## src/rtl/lsu_mem_ctrl_if.sv

```systemverilog
`default_nettype none
// ============================================================================
// Module   : lsu_mem_ctrl_if
// Purpose  : Bundles the request, response and data-memory signals of the
//            load/store initiator.
//            slave  - seen from lsu_mem_ctrl (takes requests, drives memory)
//            master - seen from the requester / memory model side
// Signals  : request  : i_req_valid, o_req_ready, i_req_we, i_req_funct3,
//                       i_req_addr, i_req_wdata
//            response : o_rsp_valid, i_rsp_ready, o_rsp_rdata, o_rsp_err
//            memory   : o_mem_addr, o_mem_wdata, o_mem_mask, o_mem_wren,
//                       i_mem_rdata
// Revision : 1.0 - initial release
// ============================================================================
interface lsu_mem_ctrl_if;
    logic        i_req_valid;
    logic        o_req_ready;
    logic        i_req_we;
    logic [2:0]  i_req_funct3;
    logic [31:0] i_req_addr;
    logic [31:0] i_req_wdata;

    logic        o_rsp_valid;
    logic        i_rsp_ready;
    logic [31:0] o_rsp_rdata;
    logic        o_rsp_err;

    logic [15:0] o_mem_addr;
    logic [31:0] o_mem_wdata;
    logic [3:0]  o_mem_mask;
    logic        o_mem_wren;
    logic [31:0] i_mem_rdata;

    modport slave (
        input  i_req_valid, i_req_we, i_req_funct3, i_req_addr, i_req_wdata,
        output o_req_ready,
        output o_rsp_valid, o_rsp_rdata, o_rsp_err,
        input  i_rsp_ready,
        output o_mem_addr, o_mem_wdata, o_mem_mask, o_mem_wren,
        input  i_mem_rdata
    );

    modport master (
        output i_req_valid, i_req_we, i_req_funct3, i_req_addr, i_req_wdata,
        input  o_req_ready,
        input  o_rsp_valid, o_rsp_rdata, o_rsp_err,
        output i_rsp_ready,
        input  o_mem_addr, o_mem_wdata, o_mem_mask, o_mem_wren,
        output i_mem_rdata
    );
endinterface
`default_nettype wire

```

## src/rtl/lsu_mem_ctrl.sv

```systemverilog
`default_nettype none
// ============================================================================
// Module   : lsu_mem_ctrl
// Purpose  : RV32I load/store initiator between execute stage and a
//            byte-addressable data memory. One request per transaction:
//            IDLE (accept) -> ACCESS (drive memory one cycle) -> RESP (hold
//            response until consumed). Faulting accesses (illegal funct3,
//            out of range, misaligned) never touch memory.
// Ports    : i_clk    - clock, rising edge
//            i_reset  - asynchronous active-low reset
//            bus      - lsu_mem_ctrl_if.slave (request/response/memory)
// Params   : MEM_BYTES        - memory size in bytes
//            ALLOW_MISALIGNED - 1 lets halfword/word use any byte address
// Revision : 1.0 - initial release
// ============================================================================
module lsu_mem_ctrl #(
    parameter int unsigned MEM_BYTES        = 32768,
    parameter bit          ALLOW_MISALIGNED = 1'b0
) (
    input  logic           i_clk,
    input  logic           i_reset,
    lsu_mem_ctrl_if.slave  bus
);

    typedef enum logic [1:0] {
        S_IDLE   = 2'd0,
        S_ACCESS = 2'd1,
        S_RESP   = 2'd2
    } state_t;

    localparam logic [32:0] c_mem_bytes = 33'(MEM_BYTES);

    state_t      r_state;
    state_t      w_state_next;

    logic        r_we;
    logic [2:0]  r_funct3;
    logic [15:0] r_addr;
    logic [31:0] r_wdata;
    logic        r_err;
    logic        r_rsp_valid;
    logic [31:0] r_rsp_rdata;
    logic        r_rsp_err;

    logic        w_accept;
    logic [2:0]  w_size;
    logic [32:0] w_last;
    logic        w_f3_illegal;
    logic        w_out_of_range;
    logic        w_misaligned;
    logic        w_req_err;
    logic [31:0] w_load_data;

    // ------------------------------------------------------------------
    // Request decode (evaluated on the live request, latched on accept)
    // ------------------------------------------------------------------
    always_comb begin
        case (bus.i_req_funct3[1:0])
            2'd0:    w_size = 3'd1;
            2'd1:    w_size = 3'd2;
            default: w_size = 3'd4;
        endcase

        if (bus.i_req_we) begin
            w_f3_illegal = (bus.i_req_funct3 > 3'd2);
        end else begin
            w_f3_illegal = (bus.i_req_funct3 == 3'd3) ||
                           (bus.i_req_funct3 == 3'd6) ||
                           (bus.i_req_funct3 == 3'd7);
        end

        // 33-bit sum so addresses near 2^32 cannot wrap into range.
        w_last         = {1'b0, bus.i_req_addr} + {30'd0, w_size} - 33'd1;
        w_out_of_range = (w_last >= c_mem_bytes);

        w_misaligned = 1'b0;
        if (!ALLOW_MISALIGNED) begin
            w_misaligned = ((bus.i_req_funct3[1:0] == 2'd1) && bus.i_req_addr[0]) ||
                           ((bus.i_req_funct3[1:0] == 2'd2) && (bus.i_req_addr[1:0] != 2'd0));
        end

        w_req_err = w_f3_illegal || w_out_of_range || w_misaligned;
    end

    // ------------------------------------------------------------------
    // Load data extension from the combinational memory read
    // ------------------------------------------------------------------
    always_comb begin
        case (r_funct3)
            3'd0:    w_load_data = {{24{bus.i_mem_rdata[7]}},  bus.i_mem_rdata[7:0]};
            3'd1:    w_load_data = {{16{bus.i_mem_rdata[15]}}, bus.i_mem_rdata[15:0]};
            3'd2:    w_load_data = bus.i_mem_rdata;
            3'd4:    w_load_data = {24'd0, bus.i_mem_rdata[7:0]};
            3'd5:    w_load_data = {16'd0, bus.i_mem_rdata[15:0]};
            default: w_load_data = 32'd0;
        endcase
    end

    // ------------------------------------------------------------------
    // FSM state register
    // ------------------------------------------------------------------
    always_ff @(posedge i_clk or negedge i_reset) begin
        if (!i_reset) begin
            r_state <= S_IDLE;
        end else begin
            r_state <= w_state_next;
        end
    end

    // ------------------------------------------------------------------
    // FSM next state and outputs. Mask/wren decode the ACCESS state so an
    // asynchronous reset removes a pending write immediately.
    // ------------------------------------------------------------------
    always_comb begin
        w_state_next    = r_state;
        w_accept        = 1'b0;
        bus.o_req_ready = 1'b0;
        bus.o_mem_mask  = 4'b0000;
        bus.o_mem_wren  = 1'b0;

        case (r_state)
            S_IDLE: begin
                bus.o_req_ready = 1'b1;
                if (bus.i_req_valid) begin
                    w_accept     = 1'b1;
                    w_state_next = S_ACCESS;
                end
            end
            S_ACCESS: begin
                if (!r_err) begin
                    case (r_funct3[1:0])
                        2'd0:    bus.o_mem_mask = 4'b0001;
                        2'd1:    bus.o_mem_mask = 4'b0011;
                        default: bus.o_mem_mask = 4'b1111;
                    endcase
                end
                bus.o_mem_wren = r_we & ~r_err;
                w_state_next   = S_RESP;
            end
            S_RESP: begin
                if (bus.i_rsp_ready) begin
                    w_state_next = S_IDLE;
                end
            end
            default: begin
                w_state_next = S_IDLE;
            end
        endcase
    end

    // ------------------------------------------------------------------
    // Request latch and response registers
    // ------------------------------------------------------------------
    always_ff @(posedge i_clk or negedge i_reset) begin
        if (!i_reset) begin
            r_we        <= 1'b0;
            r_funct3    <= 3'd0;
            r_addr      <= 16'd0;
            r_wdata     <= 32'd0;
            r_err       <= 1'b0;
            r_rsp_valid <= 1'b0;
            r_rsp_rdata <= 32'd0;
            r_rsp_err   <= 1'b0;
        end else begin
            if (w_accept) begin
                r_we     <= bus.i_req_we;
                r_funct3 <= bus.i_req_funct3;
                r_addr   <= bus.i_req_addr[15:0];
                r_wdata  <= bus.i_req_wdata;
                r_err    <= w_req_err;
            end
            if (r_state == S_ACCESS) begin
                r_rsp_valid <= 1'b1;
                r_rsp_err   <= r_err;
                r_rsp_rdata <= (!r_we && !r_err) ? w_load_data : 32'd0;
            end
            if ((r_state == S_RESP) && bus.i_rsp_ready) begin
                r_rsp_valid <= 1'b0;
            end
        end
    end

    // Memory address/data come straight from the latch, so they hold their
    // last value outside ACCESS.
    assign bus.o_mem_addr  = r_addr;
    assign bus.o_mem_wdata = r_wdata;
    assign bus.o_rsp_valid = r_rsp_valid;
    assign bus.o_rsp_rdata = r_rsp_rdata;
    assign bus.o_rsp_err   = r_rsp_err;

endmodule
`default_nettype wire
```

## src/flat_wrapper.sv

```systemverilog
// flat-port wrapper written by rule: the top's interface ports become plain ports
module lsu_mem_ctrl_flat 
#(
    parameter int unsigned MEM_BYTES        = 32768,
    parameter bit          ALLOW_MISALIGNED = 1'b0
)
  (i_clk, i_reset, bus_i_req_valid, bus_i_req_we, bus_i_req_funct3, bus_i_req_addr, bus_i_req_wdata, bus_o_req_ready, bus_o_rsp_valid, bus_o_rsp_rdata, bus_o_rsp_err, bus_i_rsp_ready, bus_o_mem_addr, bus_o_mem_wdata, bus_o_mem_mask, bus_o_mem_wren, bus_i_mem_rdata);
  lsu_mem_ctrl_if bus_i ();
  input  logic i_clk;
  input  logic i_reset;
  input wire logic [$bits(bus_i.i_req_valid)-1:0] bus_i_req_valid;
  input wire logic [$bits(bus_i.i_req_we)-1:0] bus_i_req_we;
  input wire logic [$bits(bus_i.i_req_funct3)-1:0] bus_i_req_funct3;
  input wire logic [$bits(bus_i.i_req_addr)-1:0] bus_i_req_addr;
  input wire logic [$bits(bus_i.i_req_wdata)-1:0] bus_i_req_wdata;
  output wire logic [$bits(bus_i.o_req_ready)-1:0] bus_o_req_ready;
  output wire logic [$bits(bus_i.o_rsp_valid)-1:0] bus_o_rsp_valid;
  output wire logic [$bits(bus_i.o_rsp_rdata)-1:0] bus_o_rsp_rdata;
  output wire logic [$bits(bus_i.o_rsp_err)-1:0] bus_o_rsp_err;
  input wire logic [$bits(bus_i.i_rsp_ready)-1:0] bus_i_rsp_ready;
  output wire logic [$bits(bus_i.o_mem_addr)-1:0] bus_o_mem_addr;
  output wire logic [$bits(bus_i.o_mem_wdata)-1:0] bus_o_mem_wdata;
  output wire logic [$bits(bus_i.o_mem_mask)-1:0] bus_o_mem_mask;
  output wire logic [$bits(bus_i.o_mem_wren)-1:0] bus_o_mem_wren;
  input wire logic [$bits(bus_i.i_mem_rdata)-1:0] bus_i_mem_rdata;
  assign bus_i.i_req_valid = bus_i_req_valid;
  assign bus_i.i_req_we = bus_i_req_we;
  assign bus_i.i_req_funct3 = bus_i_req_funct3;
  assign bus_i.i_req_addr = bus_i_req_addr;
  assign bus_i.i_req_wdata = bus_i_req_wdata;
  assign bus_o_req_ready = bus_i.o_req_ready;
  assign bus_o_rsp_valid = bus_i.o_rsp_valid;
  assign bus_o_rsp_rdata = bus_i.o_rsp_rdata;
  assign bus_o_rsp_err = bus_i.o_rsp_err;
  assign bus_i.i_rsp_ready = bus_i_rsp_ready;
  assign bus_o_mem_addr = bus_i.o_mem_addr;
  assign bus_o_mem_wdata = bus_i.o_mem_wdata;
  assign bus_o_mem_mask = bus_i.o_mem_mask;
  assign bus_o_mem_wren = bus_i.o_mem_wren;
  assign bus_i.i_mem_rdata = bus_i_mem_rdata;
  lsu_mem_ctrl #(.MEM_BYTES(MEM_BYTES), .ALLOW_MISALIGNED(ALLOW_MISALIGNED)) u_core (.i_clk(i_clk), .i_reset(i_reset), .bus(bus_i));
endmodule
```

## config.mk

```make
export PLATFORM = sky130hd
export DESIGN_NAME = lsu_mem_ctrl_flat
export DESIGN_NICKNAME = d
export VERILOG_FILES = /design/src/rtl/lsu_mem_ctrl_if.sv /design/src/rtl/lsu_mem_ctrl.sv /design/src/flat_wrapper.sv
export SDC_FILE = /design/constraint.sdc
export NUM_CORES = 1
export LEC_CHECK = 0
export BUFFER_PORTS_ARGS = -buffer_cell sky130_fd_sc_hd__buf_2
export CAP_MARGIN = 20
export CORE_MARGIN = 4
export CORE_UTILIZATION = 54
export CTS_CLUSTER_DIAMETER = 40
export DETAILED_ROUTE_END_ITERATION = 10
export PLACE_DENSITY_LB_ADDON = 0.3
export SLEW_MARGIN = 15
export SYNTH_ARGS = -nofsm -noshare
export SYNTH_HDL_FRONTEND = slang
export SYNTH_SLANG_ARGS = --single-unit
```

## constraint.sdc

```tcl
create_clock -name i_clk -period 6.2 [get_ports i_clk]
set_input_delay 0.93 -clock i_clk [delete_from_list [all_inputs] [get_ports i_clk]]
set_output_delay 0.93 -clock i_clk [all_outputs]
set_load 0.02 [all_outputs]
```

# Word level (Yosys, flattened, before mapping)
# Cells that the tools add are included.
[totals]
elab_cells = 63
input_bits = 104
regBits = 89
output_inout_bits = 88
[classes]
n_reduce_logical = 18
mux = 16
order_cmp = 2
bitwise = 2
n_eq_ne = 14
addsub = 2
[op_table]
columns = ["op", "count"]
rows = [
  ["$pmux W32 S5", 1],
  ["$add A32 B3 Y33", 1],
  ["$ge A33 B16 Y1 const B", 1],
  ["$sub A33 B1 Y33 const B", 1],
  ["$mux W32", 1],
  ["$eq A3 B3 Y1 const B", 4],
  ["$mux W4", 2],
  ["$pmux W4 S2", 1],
  ["$mux W1", 7],
  ["$eq A2 B1 Y1 const B", 3],
  ["$eq A3 B2 Y1 const B", 2],
  ["$logic_not A2 Y1", 3],
  ["$pmux W2 S3", 1],
  ["$pmux W3 S2", 1],
  ["$logic_or A1 B1 Y1", 5],
  ["$eq A2 B2 Y1 const B", 2],
  ["$logic_and A1 B1 Y1", 4],
  ["$mux W2", 2],
  ["$ne A2 B2 Y1 const B", 2],
  ["$reduce_bool A2 Y1", 2],
  ["$eq A3 B1 Y1 const B", 1],
  ["$gt A3 B2 Y1 const B", 1],
  ["$logic_not A3 Y1", 1],
  ["$logic_not A1 Y1", 2],
  ["3 further kinds", 3],
]

# Logic depth before layout (Yosys ltp)
# Gate-level depths: netlist of run 1.
[logic_depth]
word_depth = 7
ltp_mapped = 16
ltp_nobuf = 16

# Worst setup path before layout of run 1
# OpenSTA, ideal clock, no wires.
[synth_path]
kind = "input -> register"
start = "input port bus_i_req_funct3[0]"
end = "register u_core.r_err"
required_ns = 6.068
arrival_time_ns = 3.672
path_slack_ns = 2.396
setup_time_ns = 0.132
n_path_buf = 0
cell_stages = 15
cell_sequence = "or2_2 -> ha_1 -> inv_1 -> ha_1 -> inv_1 -> fa_1 -> nand2b_1 -> a21oi_1 -> o21ai_1 -> o31ai_1 -> a21oi_1 -> nand4b_1 -> or4_1 -> nor4_2 -> a31oi_1"
[synth_via]
elab_chain_cells = 7
elab_cells_between_ends = 19
cone_classes = "add/sub: 2; order compare: 2; eq/ne: 5; mux: 2; reduce/logical: 8"
[synth_rtl]
columns = ["element", "line", "rtl"]
rows = [
  ["start, declared", "flat_wrapper.sv:13", "input wire logic [$bits(bus_i.i_req_funct3)-1:0] bus_i_req_funct3;"],
  ["$eq A2 B1 Y1 / $logic_not A2 Y1 (equally long branches)", "lsu_mem_ctrl.sv:58, lsu_mem_ctrl.sv:78", ""],
  ["$pmux W3 S2", "lsu_mem_ctrl.sv:58", "case (bus.i_req_funct3[1:0])"],
  ["$add A32 B3 Y33", "lsu_mem_ctrl.sv:73", "w_last = {1'b0, bus.i_req_addr} + {30'd0, w_size} - 33'd1;"],
  ["$sub A33 B1 Y33", "lsu_mem_ctrl.sv:73", ""],
  ["$ge A33 B16 Y1", "lsu_mem_ctrl.sv:74", "w_out_of_range = (w_last >= c_mem_bytes);"],
  ["$logic_or A1 B1 Y1", "lsu_mem_ctrl.sv:82", "w_req_err = w_f3_illegal || w_out_of_range || w_misaligned;"],
  ["$logic_or A1 B1 Y1 (*)", "lsu_mem_ctrl.sv:82", ""],
  ["end signal, assigned", "lsu_mem_ctrl.sv:170", "r_err <= w_req_err;"],
  ["end, declared", "lsu_mem_ctrl.sv:40", "logic r_err;"],
]
# Mark *: on every way between the ends. The rest lies on a longest branch, timed or not.
# A chain may end at the register's enable or synchronous reset.

# Final worst setup path of run 1
# Same ends and word-level chain as after synthesis.

==> results.py, run 1 <==
metrics = {
    "critical_path": {
        "critPathRequiredTime_ps": 6440,
        "path_class": "primary input to register",
        "setup.worst_path.start": "bus_i_req_funct3[0]",
        "worst-r2r-setup-slack_ps": 3830,
        "timing.critical_path.to_type": "register",
        "cp_data_arrival_time_ps": 4080,
        "rr_startpoint": "u_core.r_state[1]",
        "critPathMaxFanout": 5,
        "cp-start-kind": "primary input",
    },
    "floorplanning": {
        "width_of_the_die_um": 107.7,
        "design.die.area_um2": 11600,
        "fp-row-count": 36,
        "die_height_um": 107.7,
        "floorplan.io_pins": 192,
        "initial_core_util_pct": 55.18,
        "floorplan.core_area_um2": 9729,
    },
    "sta": {
        "hold_slack_ps": 488.6,
        "timing.final.crit_period_ps": 3848,
        "maxSlewViolCount": 0,
        "tightestPinTransition_ps": 786.2,
        "rsz0062_at_grt": "no",
        "setup_ws_ps": 2352,
        "final.setup_skew_ps": 11.02,
        "max_clock_freq_ghz": 0.2599,
        "report.final.setup_viol": 0,
        "timing.slew.headroom_pct": 47.59,
        "final-hold-violation-count": 0,
        "tns_setup_ps": 0,
        "period_utilisation_layout_pct": 62.06,
    },
    "route": {
        "first_iter_violations": 232,
        "vias": 4807,
        "routed_wirelength_mm": 13.89,
        "drcViolationCount": 0,
        "routed_via_density": 5.500,
        "drt_pre_antenna_iters": 4,
        "number_of_routed_nets_with_antenna_violations": 0,
        "route.detailed.wl_per_inst_um": 15.89,
    },
    "synthesis": {
        "syn_area_per_cell_um2": 9.674,
        "yosys.cell_types.count": 69,
        "ffs_w_async_s_r_synth_pct": 100.0,
        "synth_compound_area_share_pct": 19.11,
        "register_bit_total_from_synthesis": 89,
        "mappedNetlistArea_um2": 5369,
        "synth_simple_gate_area_share_pct": 12.23,
        "synthesis.instances": 555,
        "synthAdderAreaFrac_pct": 8.296,
        "postSynthNetCount": 694,
        "synth-edff-count": 0,
        "main_combinational_cell_family_by_area_after_synthesis": "compound AO/OA/AOI/OAI gates",
        "yosys_warnings": 0,
        "yosys-mux-area-fraction_pct": 11.93,
        "yosys.area_share.xor_xnor_pct": 1.142,
        "synth_sequential_area_ratio_pct": 41.48,
        "dominantRegCellSynth": "dfrtp_1",
    },
    "clock_tree": {
        "clock_tree.root_cell": "clkbuf_8",
        "cts_resized": 0,
        "post_cts.repair.setup_buffers": 0,
        "ctsLongestPathBuffers": 2,
        "htreeDepth": 3,
        "clkLatencyLatePin_ps": 360,
        "cts.clk_slew.worst_paths_ps": 100,
        "cts_tree": "built",
        "post_cts_hold_buffer_count": 0,
        "cts_inserted_buffers": 9,
        "cts_sinks": 89,
    },
    "placed_design": {
        "routabilityCongestion": 0.9439,
        "hpwlAfterDp_mm": 10.79,
        "place_ws_ps": 2000,
        "placed_cells": 858,
        "postPlaceCellArea_um2": 6385,
        "io_buffers": 191,
    },
    "flow_run": {
        "max-cap-violations": 0,
    },
    "cells_and_area": {
        "layout_cells_sized_above_1_pct": 37.38,
        "final_net_count": 875,
        "synthToLayoutAreaGrowth_pct": 22.30,
        "number_of_inserted_filler_cells_in_the_final_layout": 838,
        "instances_no_fill": 874,
        "diodes": 0,
        "layout.cells.most_common": "buf_2",
        "final_util_pct": 67.49,
        "post-route-cell-area_um2": 6566,
        "mostFrequentLayoutCells": "buf_2, dfrtp_1, a21oi_1, nand2_1, mux2_2",
    },
    "pwr": {
        "leakagePower_nw": 3.264,
        "pwr_density_nw_per_um2": 346.1,
        "power.ir.vdd_worst_v": 0.0002792,
        "total_power_mw": 2.273,
    },
    "grt": {
        "grt_pass1_wl_mm": 22.11,
        "largest_net_degree_at_the_start_of_global_routing": 90,
        "globalRoute.totalOverflow": 0,
        "first_global_vias": 4650,
        "globalRouteTotalUtil_pct": 23.59,
        "antenna_found_initial": 0,
    },
    "hold_path": {
        "hold_path.startpoint": "u_core.bus.o_rsp_rdata[24]",
        "worstHoldPathType": "register to register",
    },
    "status": {
        "run_status": "finished clean",
    },
}
[area by class of cell]
cell class	instances	area [um^2]	share of cell area [%]
Clock buffer	10	127.6	1.944
Multi-Input combinational cell	396	2830	43.10
Tap cell	133	166.4	2.534
Sequential cell	89	2227	33.92
Clock inverter	6	50.05	0.7622
Inverter	44	165.2	2.515
Timing Repair Buffer	196	999.7	15.22
[state kept, by name (all words and copies together) (netlist names)]
name / flops
u_core.bus.o_mem_addr: 16
u_core.bus.o_rsp_rdata: 32
u_core.r_err: 1
u_core.bus.o_mem_wdata: 32
u_core.bus.o_rsp_err: 1
u_core.r_funct3: 3
u_core.bus.o_rsp_valid: 1
u_core.r_we: 1
u_core.r_state: 2
[routing by layer]
layer	track usage, %	wire [um]
met5	0	0
met4	8.386	279
met3	5.339	938
met2	40.28	6889
met1	29.27	5781
[synthesized netlist by cell type, types with 2 or more instances]
library cell	count	area [um^2]
dfrtp_1	89	2227
a21oi_1	62	310.3
nand2_1	58	217.7
mux2_2	52	585.6
inv_1	44	165.2
o21ai_0	40	200.2
ha_1	34	425.4
nor2_1	22	82.58
clkbuf_1	15	56.30
a22o_1	8	70.07
nand4_1	7	43.79
nor3_1	7	35.03
a211oi_1	6	45.04
nor2b_1	6	37.54
o211ai_1	6	45.04
buf_6	5	56.30
nand2b_1	5	31.28
o21a_1	5	37.54
o21ai_1	5	25.02
xnor2_1	5	43.79
a21o_1	4	30.03
a31oi_1	4	25.02
nand3_1	4	20.02
buf_2	3	15.01
mux2i_1	3	30.03
nand3b_1	3	22.52
o2111ai_1	3	26.28
a211o_1	2	17.52
and2_1	2	12.51
and2_2	2	15.01
nor4_2	2	25.02
o311a_1	2	20.02
o311ai_1	2	17.52
or2_2	2	12.51
xor2_1	2	17.52
[power breakdown]
| part | total, mW | switching, mW | internal (mW) | leakage (nW) |
|---|---|---|---|---|
| Sequential | 0.871 | 0.108 | 0.763 | 1.11 |
| Combinational | 1.04 | 0.611 | 0.427 | 2.07 |
| Clock | 0.364 | 0.214 | 0.150 | 0.0835 |
| Total | 2.27 | 0.934 | 1.34 | 3.26 |
[cell families (layout without fill, tap and decap cells)]
logic type	after synthesis	count (layout)
AO/OA/AOI/OAI	165	165
XOR/XNOR	7	7
adder cells (fa/ha/maj)	35	35
buffers and inverters	70	256
flip-flops	89	89
multiplexers	57	57
AND/OR/NAND/NOR	132	132
[worst max-delay path, cell delays in order]
cell and delay, ps:
buf_2 120, or2_2 290, ha_1 180, inv_1 50
ha_1 160, inv_1 50, fa_1 350, nand2b_1 150
a21oi_1 150, o21ai_1 130, o31ai_1 450, a21oi_1 120
nand4b_1 180, or4_1 500, nor4_2 160, a31oi_1 110
[worst paths after layout]
path                                               to  cells after the start
hold / removal             u_core.bus.o_rsp_rdata[24]                      2
min in group asynchronous  u_core.bus.o_rsp_rdata[16]                      1
setup reg to reg                         u_core.r_err                      9
setup / recovery                         u_core.r_err                     16
hold reg to reg            u_core.bus.o_rsp_rdata[24]                      2
max in group asynchronous   u_core.bus.o_mem_addr[15]                      1
Note: power is estimated with default switching activity, not from simulation.
==> run 2, diff against run 1 <==
- CORE_UTILIZATION: 54 -> 51
- clock period: 6.2 -> 3.72 ns (I/O delays scaled with it)
==> run 2 against run 1 <==
- sequential cell count unchanged
- final cell count up 0.57%
- power rose by 73%
- combinational power rose by 66%
- critical path type unchanged
- wire length shrank 0.17%
- core utilization fell by 2.8 points
- register-to-register slack worse by 2500 ps
==> results.py, run 2 (synthesized netlist as in run 1, its figures left out) <==
metrics = {
    "grt": {
        "antenna_found_initial": 1,
        "globalRouteTotalUtil_pct": 22.66,
        "gr-usage-met3_pct": 5.370,
        "grt.met2_usage_pct": 38.79,
        "largest_net_degree_at_the_start_of_global_routing": 67,
        "use_met1_pct": 29.00,
        "first_global_vias": 4825,
        "globalRoute.totalOverflow": 0,
        "grt_busiest_layer": "met2",
        "grt_pass1_wl_mm": 23.36,
    },
    "pwr": {
        "leakagePower_nw": 3.308,
        "total_power_mw": 3.933,
        "pwr_density_nw_per_um2": 591.9,
        "power.ir.vdd_worst_v": 0.0004836,
    },
    "cells_and_area": {
        "final_util_pct": 64.66,
        "post-route-cell-area_um2": 6645,
        "layout_cells_sized_above_1_pct": 37.82,
        "diodes": 0,
        "final_net_count": 877,
        "layout.cells.most_common": "buf_2",
        "instances_no_fill": 879,
        "mostFrequentLayoutCells": "buf_2, dfrtp_1, a21oi_1, nand2_1, mux2_2",
        "synthToLayoutAreaGrowth_pct": 23.77,
    },
    "floorplanning": {
        "die_height_um": 110.6,
        "initial_core_util_pct": 52.24,
        "floorplan.io_pins": 192,
        "design.die.area_um2": 12230,
        "fp-row-count": 37,
        "width_of_the_die_um": 110.6,
        "floorplan.core_area_um2": 10280,
    },
    "critical_path": {
        "reg2reg_to": "u_core.r_err",
        "rr_startpoint": "u_core.r_state[0]",
        "critPathMaxFanout": 5,
        "timing.critical_path.to_type": "register",
        "path_class": "primary input to register",
        "critPathRequiredTime_ps": 3950,
        "cp-start-kind": "primary input",
        "worst-r2r-setup-slack_ps": 1350,
        "r2r.worst_path.cells": 9,
        "cp_data_arrival_time_ps": 3540,
    },
    "placed_design": {
        "postPlaceCellArea_um2": 6404,
        "placed_cells": 863,
        "place_ws_ps": 77.44,
        "hpwlAfterDp_mm": 10.80,
        "io_buffers": 191,
        "routabilityCongestion": 0.8961,
    },
    "sta": {
        "final.setup_skew_ps": 10.69,
        "timing.final.crit_period_ps": 3306,
        "hold_slack_ps": 293.6,
        "tightestPinTransition_ps": 828.3,
        "tns_setup_ps": 0,
        "maxSlewViolCount": 0,
        "report.final.setup_viol": 0,
        "timing.slew.headroom_pct": 44.78,
        "final-hold-violation-count": 0,
        "rsz0062_at_grt": "no",
        "setup_ws_ps": 414.3,
        "max_clock_freq_ghz": 0.3025,
        "period_utilisation_layout_pct": 88.86,
    },
    "clock_tree": {
        "clkLatencyLatePin_ps": 350,
        "cts_sinks": 89,
        "cts_inserted_buffers": 9,
        "htreeDepth": 3,
        "cts_tree": "built",
        "post_cts_hold_buffer_count": 0,
        "ctsLongestPathBuffers": 2,
        "clock_tree.root_cell": "clkbuf_8",
        "post_cts.repair.setup_buffers": 0,
        "cts.clk_slew.worst_paths_ps": 90,
        "cts_resized": 0,
    },
    "route": {
        "drcViolationCount": 0,
        "number_of_routed_nets_with_antenna_violations": 0,
        "routed_wirelength_mm": 13.87,
        "vias": 4812,
        "route.detailed.wl_per_inst_um": 15.77,
        "first_iter_violations": 285,
        "routed_via_density": 5.474,
        "drt_pre_antenna_iters": 5,
    },
    "flow_run": {
        "max-cap-violations": 0,
    },
    "hold_path": {
        "worstHoldPathType": "primary input to asynchronous set/reset pin",
    },
    "status": {
        "run_status": "finished clean",
    },
}
==> run 2: how the worst max path moves through the flow <==
stage,start,endpoint,cells past startpoint
after floorplan,bus_i_req_funct3[0],u_core.r_err,15
after global placement,bus_i_req_funct3[0],u_core.r_err,17
after detailed placement,bus_i_req_funct3[0],u_core.r_err,17
after CTS,bus_i_req_funct3[0],u_core.r_err,17
after global routing,bus_i_req_funct3[0],u_core.r_err,17
final,bus_i_req_funct3[0],u_core.r_err,17
==> run 2: per-layer routing <==
metal	part of all wire, %	up-vias	routed length, um
li1	-	2344	-
met1	43	2257	5909
met2	49	190	6739
met3	7.4	19	1025
met4	1.3	2	178
met5	0.087	-	12
==> run 2: worst max-delay path: stages <==
cell	delay, ps
buf_2	130
or2_2	290
ha_1	180
inv_1	50
ha_1	160
inv_1	60
fa_1	340
nand2b_1	150
a21oi_1	160
o21ai_1	110
buf_4	150
a21oi_1	210
o22ai_1	150
o21ai_0	350
mux2i_2	130
nor4_2	270
a31oi_1	110
==> run 2: power breakdown <==
group	switching (mW)	internal (mW)	total [mW]
sequential	0.179	1.27	1.45
clock	0.345	0.406	0.751
combinational	1.02	0.712	1.73
total	1.54	2.39	3.93
==> run 2: layout make-up <==
| class | count | area, um^2 |
|---|---|---|
| multi-input combinational | 396 | 2836 |
| timing repair buffer | 198 | 1011 |
| clock buffer | 10 | 137.6 |
| clock inverter | 6 | 97.59 |
| inverter | 44 | 165.2 |
| tap | 136 | 170.2 |
| sequential | 89 | 2227 |
| fill | 902 | 3632 |
